**src/rtl/vsynth_pkg.sv**
```systemverilog
// rtl/vsynth_pkg.sv - shared voice-synth types, phase width and top-octave increment table
package vsynth_pkg;

   localparam int PHASE_W = 7;

   typedef enum logic [1:0] {IDLE, DIVIDE, LOAD, RUN} state_t;

   // round(f(120+k) * 2^24 / 48000), notes C9..B9
   localparam logic [23:0] BASE_INC [12] = '{
      24'd2926232, 24'd3100235, 24'd3284585, 24'd3479896,
      24'd3686822, 24'd3906052, 24'd4138318, 24'd4384395,
      24'd4645104, 24'd4921317, 24'd5213953, 24'd5523991
   };

   function automatic logic [23:0] base_inc(input logic [3:0] k);
      return (k < 4'd12) ? BASE_INC[k] : 24'd0;
   endfunction

endpackage

```
**src/rtl/note_div12.sv**
```systemverilog
// rtl/note_div12.sv - sequential divide-by-12 of a MIDI note into octave and semitone
module note_div12 (
   input  logic       CLK,
   input  logic       RST,
   input  logic       start,
   input  logic [6:0] note,
   output logic [3:0] oct,
   output logic [3:0] semi,
   output logic       done
);

   logic [6:0] rem;
   logic       running;

   always_ff @(posedge CLK) begin
      if (RST) begin
         rem     <= '0;
         oct     <= '0;
         running <= 1'b0;
      end else if (start) begin
         rem     <= note;
         oct     <= '0;
         running <= 1'b1;
      end else if (running) begin
         if (rem >= 7'd12) begin
            rem <= rem - 7'd12;
            oct <= oct + 4'd1;
         end else begin
            running <= 1'b0;
         end
      end
   end

   assign done = running && (rem < 7'd12);
   assign semi = rem[3:0];

endmodule

```
**src/rtl/note2phase.sv**
```systemverilog
// rtl/note2phase.sv - note-on/off events to per-voice 7-bit phase stream
// Optional portamento enabled by defining NOTE2PHASE_GLIDE_EN.
module note2phase
   import vsynth_pkg::*;
#(
   parameter int ACC_W       = 24,
   parameter int FS_HZ       = 48000,
   parameter int GLIDE_SHIFT = 4
) (
   input  logic               CLK,
   input  logic               RST,
   input  logic               CE,
   input  logic               NOTE_ON,
   input  logic               NOTE_OFF,
   input  logic [6:0]         NOTE,
   output logic [PHASE_W-1:0] PHASE,
   output logic               ACTIVE,
   output logic               BUSY
);

   // The increment table is only valid for this accumulator width and sample rate
   if (ACC_W != 24 || FS_HZ != 48000 || GLIDE_SHIFT >= ACC_W) begin : g_cfg_check
      $error("note2phase: BASE_INC table built for ACC_W=24, FS_HZ=48000");
   end

   state_t           state;
   logic [ACC_W-1:0] acc;
   logic [ACC_W-1:0] inc;
   logic [ACC_W-1:0] inc_load;
   logic [6:0]       note_q;
   logic             was_idle;
   logic [3:0]       div_oct;
   logic [3:0]       div_semi;
   logic             div_done;

   note_div12 u_div (
      .CLK   (CLK),
      .RST   (RST),
      .start (NOTE_ON),
      .note  (NOTE),
      .oct   (div_oct),
      .semi  (div_semi),
      .done  (div_done)
   );

   assign inc_load = ACC_W'(base_inc(div_semi) >> (4'd10 - div_oct));

`ifdef NOTE2PHASE_GLIDE_EN
   logic [ACC_W-1:0] target;
   logic [ACC_W-1:0] glide_diff;
   logic [ACC_W-1:0] glide_step;

   always_comb begin
      glide_diff = (target >= inc) ? (target - inc) : (inc - target);
      glide_step = glide_diff >> GLIDE_SHIFT;
      if (glide_step == '0)
         glide_step = {{(ACC_W-1){1'b0}}, 1'b1};
   end
`endif

   always_ff @(posedge CLK) begin
      if (RST) begin
         state    <= IDLE;
         acc      <= '0;
         inc      <= '0;
         note_q   <= '0;
         was_idle <= 1'b0;
         PHASE    <= '0;
`ifdef NOTE2PHASE_GLIDE_EN
         target   <= '0;
`endif
      end else begin
         PHASE <= acc[ACC_W-1 -: PHASE_W];
         if (NOTE_ON) begin
            note_q   <= NOTE;
            was_idle <= (state == IDLE);
            state    <= DIVIDE;
            // legato: a sounding voice keeps advancing on the old increment
            if (CE && state != IDLE)
               acc <= acc + inc;
         end else if (NOTE_OFF && NOTE == note_q && state != IDLE) begin
            state <= IDLE;
            acc   <= '0;
            inc   <= '0;
         end else begin
            case (state)
               IDLE: acc <= '0;
               DIVIDE: begin
                  if (CE)
                     acc <= acc + inc;
                  if (div_done)
                     state <= LOAD;
               end
               LOAD: begin
`ifdef NOTE2PHASE_GLIDE_EN
                  target <= inc_load;
                  if (was_idle)
                     inc <= inc_load;
`else
                  inc <= inc_load;
`endif
                  if (was_idle)
                     acc <= '0;
                  else if (CE)
                     acc <= acc + inc;
                  state <= RUN;
               end
               RUN: begin
                  if (CE) begin
                     acc <= acc + inc;
`ifdef NOTE2PHASE_GLIDE_EN
                     if (target > inc)
                        inc <= inc + glide_step;
                     else if (target < inc)
                        inc <= inc - glide_step;
`endif
                  end
               end
               default: state <= IDLE;
            endcase
         end
      end
   end

   assign ACTIVE = (state == RUN);
   assign BUSY   = (state == DIVIDE) || (state == LOAD);

endmodule

```
**config.mk**
```make
export PLATFORM = sky130hd
export DESIGN_NAME = note2phase
export DESIGN_NICKNAME = d
export VERILOG_FILES = /design/src/rtl/vsynth_pkg.sv /design/src/rtl/note_div12.sv /design/src/rtl/note2phase.sv
export SDC_FILE = /design/constraint.sdc
export NUM_CORES = 1
export LEC_CHECK = 0
export ABC_AREA = 1
export CORE_AREA = 4 4 126 128
export DETAILED_ROUTE_END_ITERATION = 6
export DIE_AREA = 0 0 130 132
export GPL_ROUTABILITY_DRIVEN = 0
export PLACE_DENSITY = 0.59
export SYNTH_ARGS = -nofsm -noshare
export SYNTH_HDL_FRONTEND = slang
export SYNTH_HIERARCHICAL = 1
export SYNTH_SLANG_ARGS = --single-unit
```
**constraint.sdc**
```tcl
create_clock -name CLK -period 2.28 [get_ports CLK]
set_input_delay 0.684 -clock CLK [delete_from_list [all_inputs] [get_ports CLK]]
set_output_delay 0.684 -clock CLK [all_outputs]
set_load 0.02 [all_outputs]
```
==> results.md, run 1 <==
- Outcome: complete, but fails checks
- Violated checks: design-rule violations
- Vias in the first global route: 6293
- Vias after detailed routing: 6814
- Number of flops mapped to enable cells by yosys: 0
- Smallest setup slack after layout: 132 ps
- Antenna violations before repair: 0
- Biggest area consumer among synthesized cells: sky130_fd_sc_hd__dfxtp_1
- Fin crit period: 2150 ps
- Overall routed net length: 17900 µm
- Main area contributors after synthesis: sky130_fd_sc_hd__dfxtp_1 23%, sky130_fd_sc_hd__nand2_1 21%, sky130_fd_sc_hd__nand3_1 14%, sky130_fd_sc_hd__ha_1 7.3%, sky130_fd_sc_hd__inv_1 7.1%
- Sequential share of power: 0.365
- DP HPWL: 13600 µm
- Clk_lat worst skew: 340 ps
- Hold Crit Class: reg -> reg
- Post-Synthesis Net Count: 1175
- Final non-filler cell area: 0.00740 mm²
- Routed metal-1 wire length: 8960 µm
- Final hold violation count: 0
- Per-cell via count in the routed design: 5.09
- Leak: 3.82 nW
- Ranking of synthesized cells by instance count: 373 x sky130_fd_sc_hd__nand2_1, 182 x sky130_fd_sc_hd__nand3_1, 124 x sky130_fd_sc_hd__inv_1, 85 x sky130_fd_sc_hd__nor2_1, 82 x sky130_fd_sc_hd__a21oi_1
- Floorplan die height: 132 µm
- Clock group share of total power: 0.396
- Logic pwr share: 0.240
- CP Class: reg -> out
- Number of clock buffers inserted by TritonCTS: 9
- Netlist area before placement: 0.00652 mm²
- Peak VDD IR: 505 µV
- Synth Register Bits: 76
- Pin count of the biggest net entering global routing: 35
- Fin nets: 1197
- Peak Freq: 0.466 GHz
- Average wire per cell in the routed design: 13.4 µm
- Internal Dissipation: 2.72 mW
- Antenna Nets Post-Route: 0
- Share of Yosys cell area claimed by the top area cell type: 0.233
- Number of detailed-routing iterations run before antenna repair: 7
- Multi-input logic area: 0.00426 mm²
- Total negative slack for setup checks: 0 ps
- Warnings from Yosys: 6
- Maximum level of the CTS H-tree: 3
- Die footprint: 0.0172 mm²
- Measured slew at the worst slew-check pin: 579 ps
- Worst Path Required: 1600 ps
- Unrepaired setup endpoints after global routing: no
- Post-Syn Instances: 1124
- Skew final: 7.72 ps
- Max Cap Violations: 0
- Post-route worst hold slack: 474 ps
- Buffer count from post-CTS setup fixing: 0
- Area growth syn-to-layout: 13.5%
- Cts-stage hold buffer count: 0
- DRC violations left: 3
- Number of non-filler instances in the completed layout: 1338
- Initial standard-cell utilization of the core: 0.439
- Area of all sequential standard cells: 0.00152 mm²
- Count of inserted antenna diode cells: 0
- Clk sink count: 76
- Switching part of the total power: 0.315
- Post-place setup slack: -225 ps
- Global-route wire length before repair: 30400 µm
- CTS tree: done
- Layout cells sized above 1: 0.0696
- Count of standard-cell rows: 45
- Ys flop type: sky130_fd_sc_hd__dfxtp_1
- Placed Cells: 1323
- Net switching power of the design: 1.25 mW
- Worst endpoint data arrival time: 1460 ps
- Setup violators final: 0
- IO Port Bufs: 20
- Placed Area: 0.00707 mm²
- Seq/Total Area, Yosys: 0.233
- Final-layout fill cell count: 1661
- Die X: 130 µm
- Met2 WL post-DR: 8160 µm
- Remaining max-slew budget at the tightest pin: 0.613
- Mean instance size in the synthesized netlist: 5.80 µm²
- Kind of launch point of the worst setup path: flip-flop
- Routed met3 length: 561 µm
- Global route total overflow: 0
- Number of pins with negative max-slew slack in the final report: 0
- Root Buffer Master: sky130_fd_sc_hd__clkbuf_16
- Maximum buffer depth of the clock tree: 2
- Core Region: 0.0149 mm²
- Part of the cycle the worst path needs: 0.942
- Global-route total usage across every layer: 0.214
- Highest layer used for signal routing: met4
- Proportion of register bits with asynchronous set or reset after synthesis: 0
- Synth unique cells: 39
- Power density relative to cell area: 537 mW/mm²
- Top-Level Pins: 21
- Most common cell in the netlist: sky130_fd_sc_hd__nand2_1
- Clock-pin slew on the worst setup and hold paths: 60 ps
- Number of DRC violations after detailed-routing iteration 0: 487
- CP Max Fanout: 4
- Critical Path Sink Type: primary output
through the flow:
step                utilization  power (mW)
detailed placement        0.476        2.42
global placement          0.476        2.43
CTS                       0.497        4.01
global route              0.498        4.20
floorplan                     -        2.17
finish                    0.498        3.97
path summary, 6_finish.rpt:
check                           depth (start not counted)  slack [ps]                    to                  start
worst max-delay path                                    3         130                  BUSY  state[1]$_SDFFE_PP0P_
worst min-delay path                                    2         470  inc[15]$_SDFFE_PP0P_   inc[15]$_SDFFE_PP0P_
worst max register to register                         11         260  acc[15]$_SDFFE_PP0P_   inc[11]$_SDFFE_PP0P_
worst min register to register                          2         470  inc[15]$_SDFFE_PP0P_   inc[15]$_SDFFE_PP0P_
routing by layer:
metal	vias up	GRT usage
li1	3653	-
met1	3016	0.306
met2	124	0.338
met3	21	0.0259
met4	0	0.0560
met5	-	0
cell families after synthesis:
logic type / count (synthesis) / synth area share
compound gates: 150 / 0.121
simple gates: 666 / 0.434
buf+inv: 181 / 0.116
flops: 76 / 0.233
fa+ha+maj: 39 / 0.0760
xor+xnor: 12 / 0.0190
flip-flops by register name, indices dropped and copies added, names as in the netlist:
name           flops
was_idle           1
u_div/running      1
note_q             7
u_div/oct          4
u_div/rem          7
PHASE              7
state              2
inc               23
acc               24
critical path, stage by stage, from the launching register on:
cell                            delay [ps]
sky130_fd_sc_hd__dfxtp_1               380
sky130_fd_sc_hd__inv_1                  80
sky130_fd_sc_hd__ha_1                  320
sky130_fd_sc_hd__dlygate4sd2_1         350
layout by cell type, fill, tap and decap left out, types with 2 or more instances in the layout:
master                            netlist  layout
sky130_fd_sc_hd__a21oi_1               82      81
sky130_fd_sc_hd__a21o_1                 2       2
sky130_fd_sc_hd__xnor2_1                3       2
sky130_fd_sc_hd__nor2_2                 0       2
sky130_fd_sc_hd__inv_2                  7       7
sky130_fd_sc_hd__o21bai_1               2       2
sky130_fd_sc_hd__inv_1                124     124
sky130_fd_sc_hd__nand3b_1               2       2
sky130_fd_sc_hd__nand2_2                5       5
sky130_fd_sc_hd__dfxtp_1               76      76
sky130_fd_sc_hd__nor2_4                 3       3
sky130_fd_sc_hd__nor2_1                85      83
sky130_fd_sc_hd__buf_4                  6      34
sky130_fd_sc_hd__nand2_1              373     373
sky130_fd_sc_hd__xor2_1                 8       8
sky130_fd_sc_hd__nand2_4                2       2
sky130_fd_sc_hd__nand3_1              182     182
sky130_fd_sc_hd__clkbuf_16              0       9
sky130_fd_sc_hd__o21ai_1                8       9
sky130_fd_sc_hd__o21a_1                 3       3
sky130_fd_sc_hd__buf_12                 0       6
sky130_fd_sc_hd__nor3_1                 7       7
sky130_fd_sc_hd__bufinv_16              0       2
sky130_fd_sc_hd__ha_1                  38      38
sky130_fd_sc_hd__o211ai_1               2       2
sky130_fd_sc_hd__nand4_1                3       3
sky130_fd_sc_hd__o21ai_0               46      45
sky130_fd_sc_hd__clkdlybuf4s50_1        0      18
power by group through the flow:
stage | registers, mW | clock network [mW] | logic [mW]
6_report | 1.45 | 1.57 | 0.952
5_1_grt | 1.46 | 1.65 | 1.09
4_1_cts | 1.45 | 1.61 | 0.951
3_5_place_dp | 1.48 | 0 | 0.947
3_3_place_gp | 1.48 | 0 | 0.950
2_1_floorplan | 1.47 | 0 | 0.702
final cells by class:
class / instances / area share
clock inverter: 4 / 0.00997
timing repair buffer: 60 / 0.0779
tap: 188 / 0.0318
inverter: 132 / 0.0669
sequential: 76 / 0.206
clock buffer: 11 / 0.0328
multi-input combinational: 867 / 0.575
timing repair:
action	4_1_cts	5_1_grt
endpoints found under the hold margin	0	0
gates resized for setup	1	6
setup endpoints to repair	1	13
cloned	0	0
Note: power is estimated with default switching activity, not from simulation.
==> run 2: changes to the inputs <==
--- a/config.mk
+++ b/config.mk
@@ -7,6 +7,7 @@
 export LEC_CHECK = 0
 export ABC_AREA = 1
 export CORE_AREA = 4 4 126 128
+export CTS_CLUSTER_DIAMETER = 50
 export DETAILED_ROUTE_END_ITERATION = 6
 export DIE_AREA = 0 0 130 132
 export GPL_ROUTABILITY_DRIVEN = 0
==> results of run 2 <==
The final DEF is identical to that of run 1; final timing and power are the same.
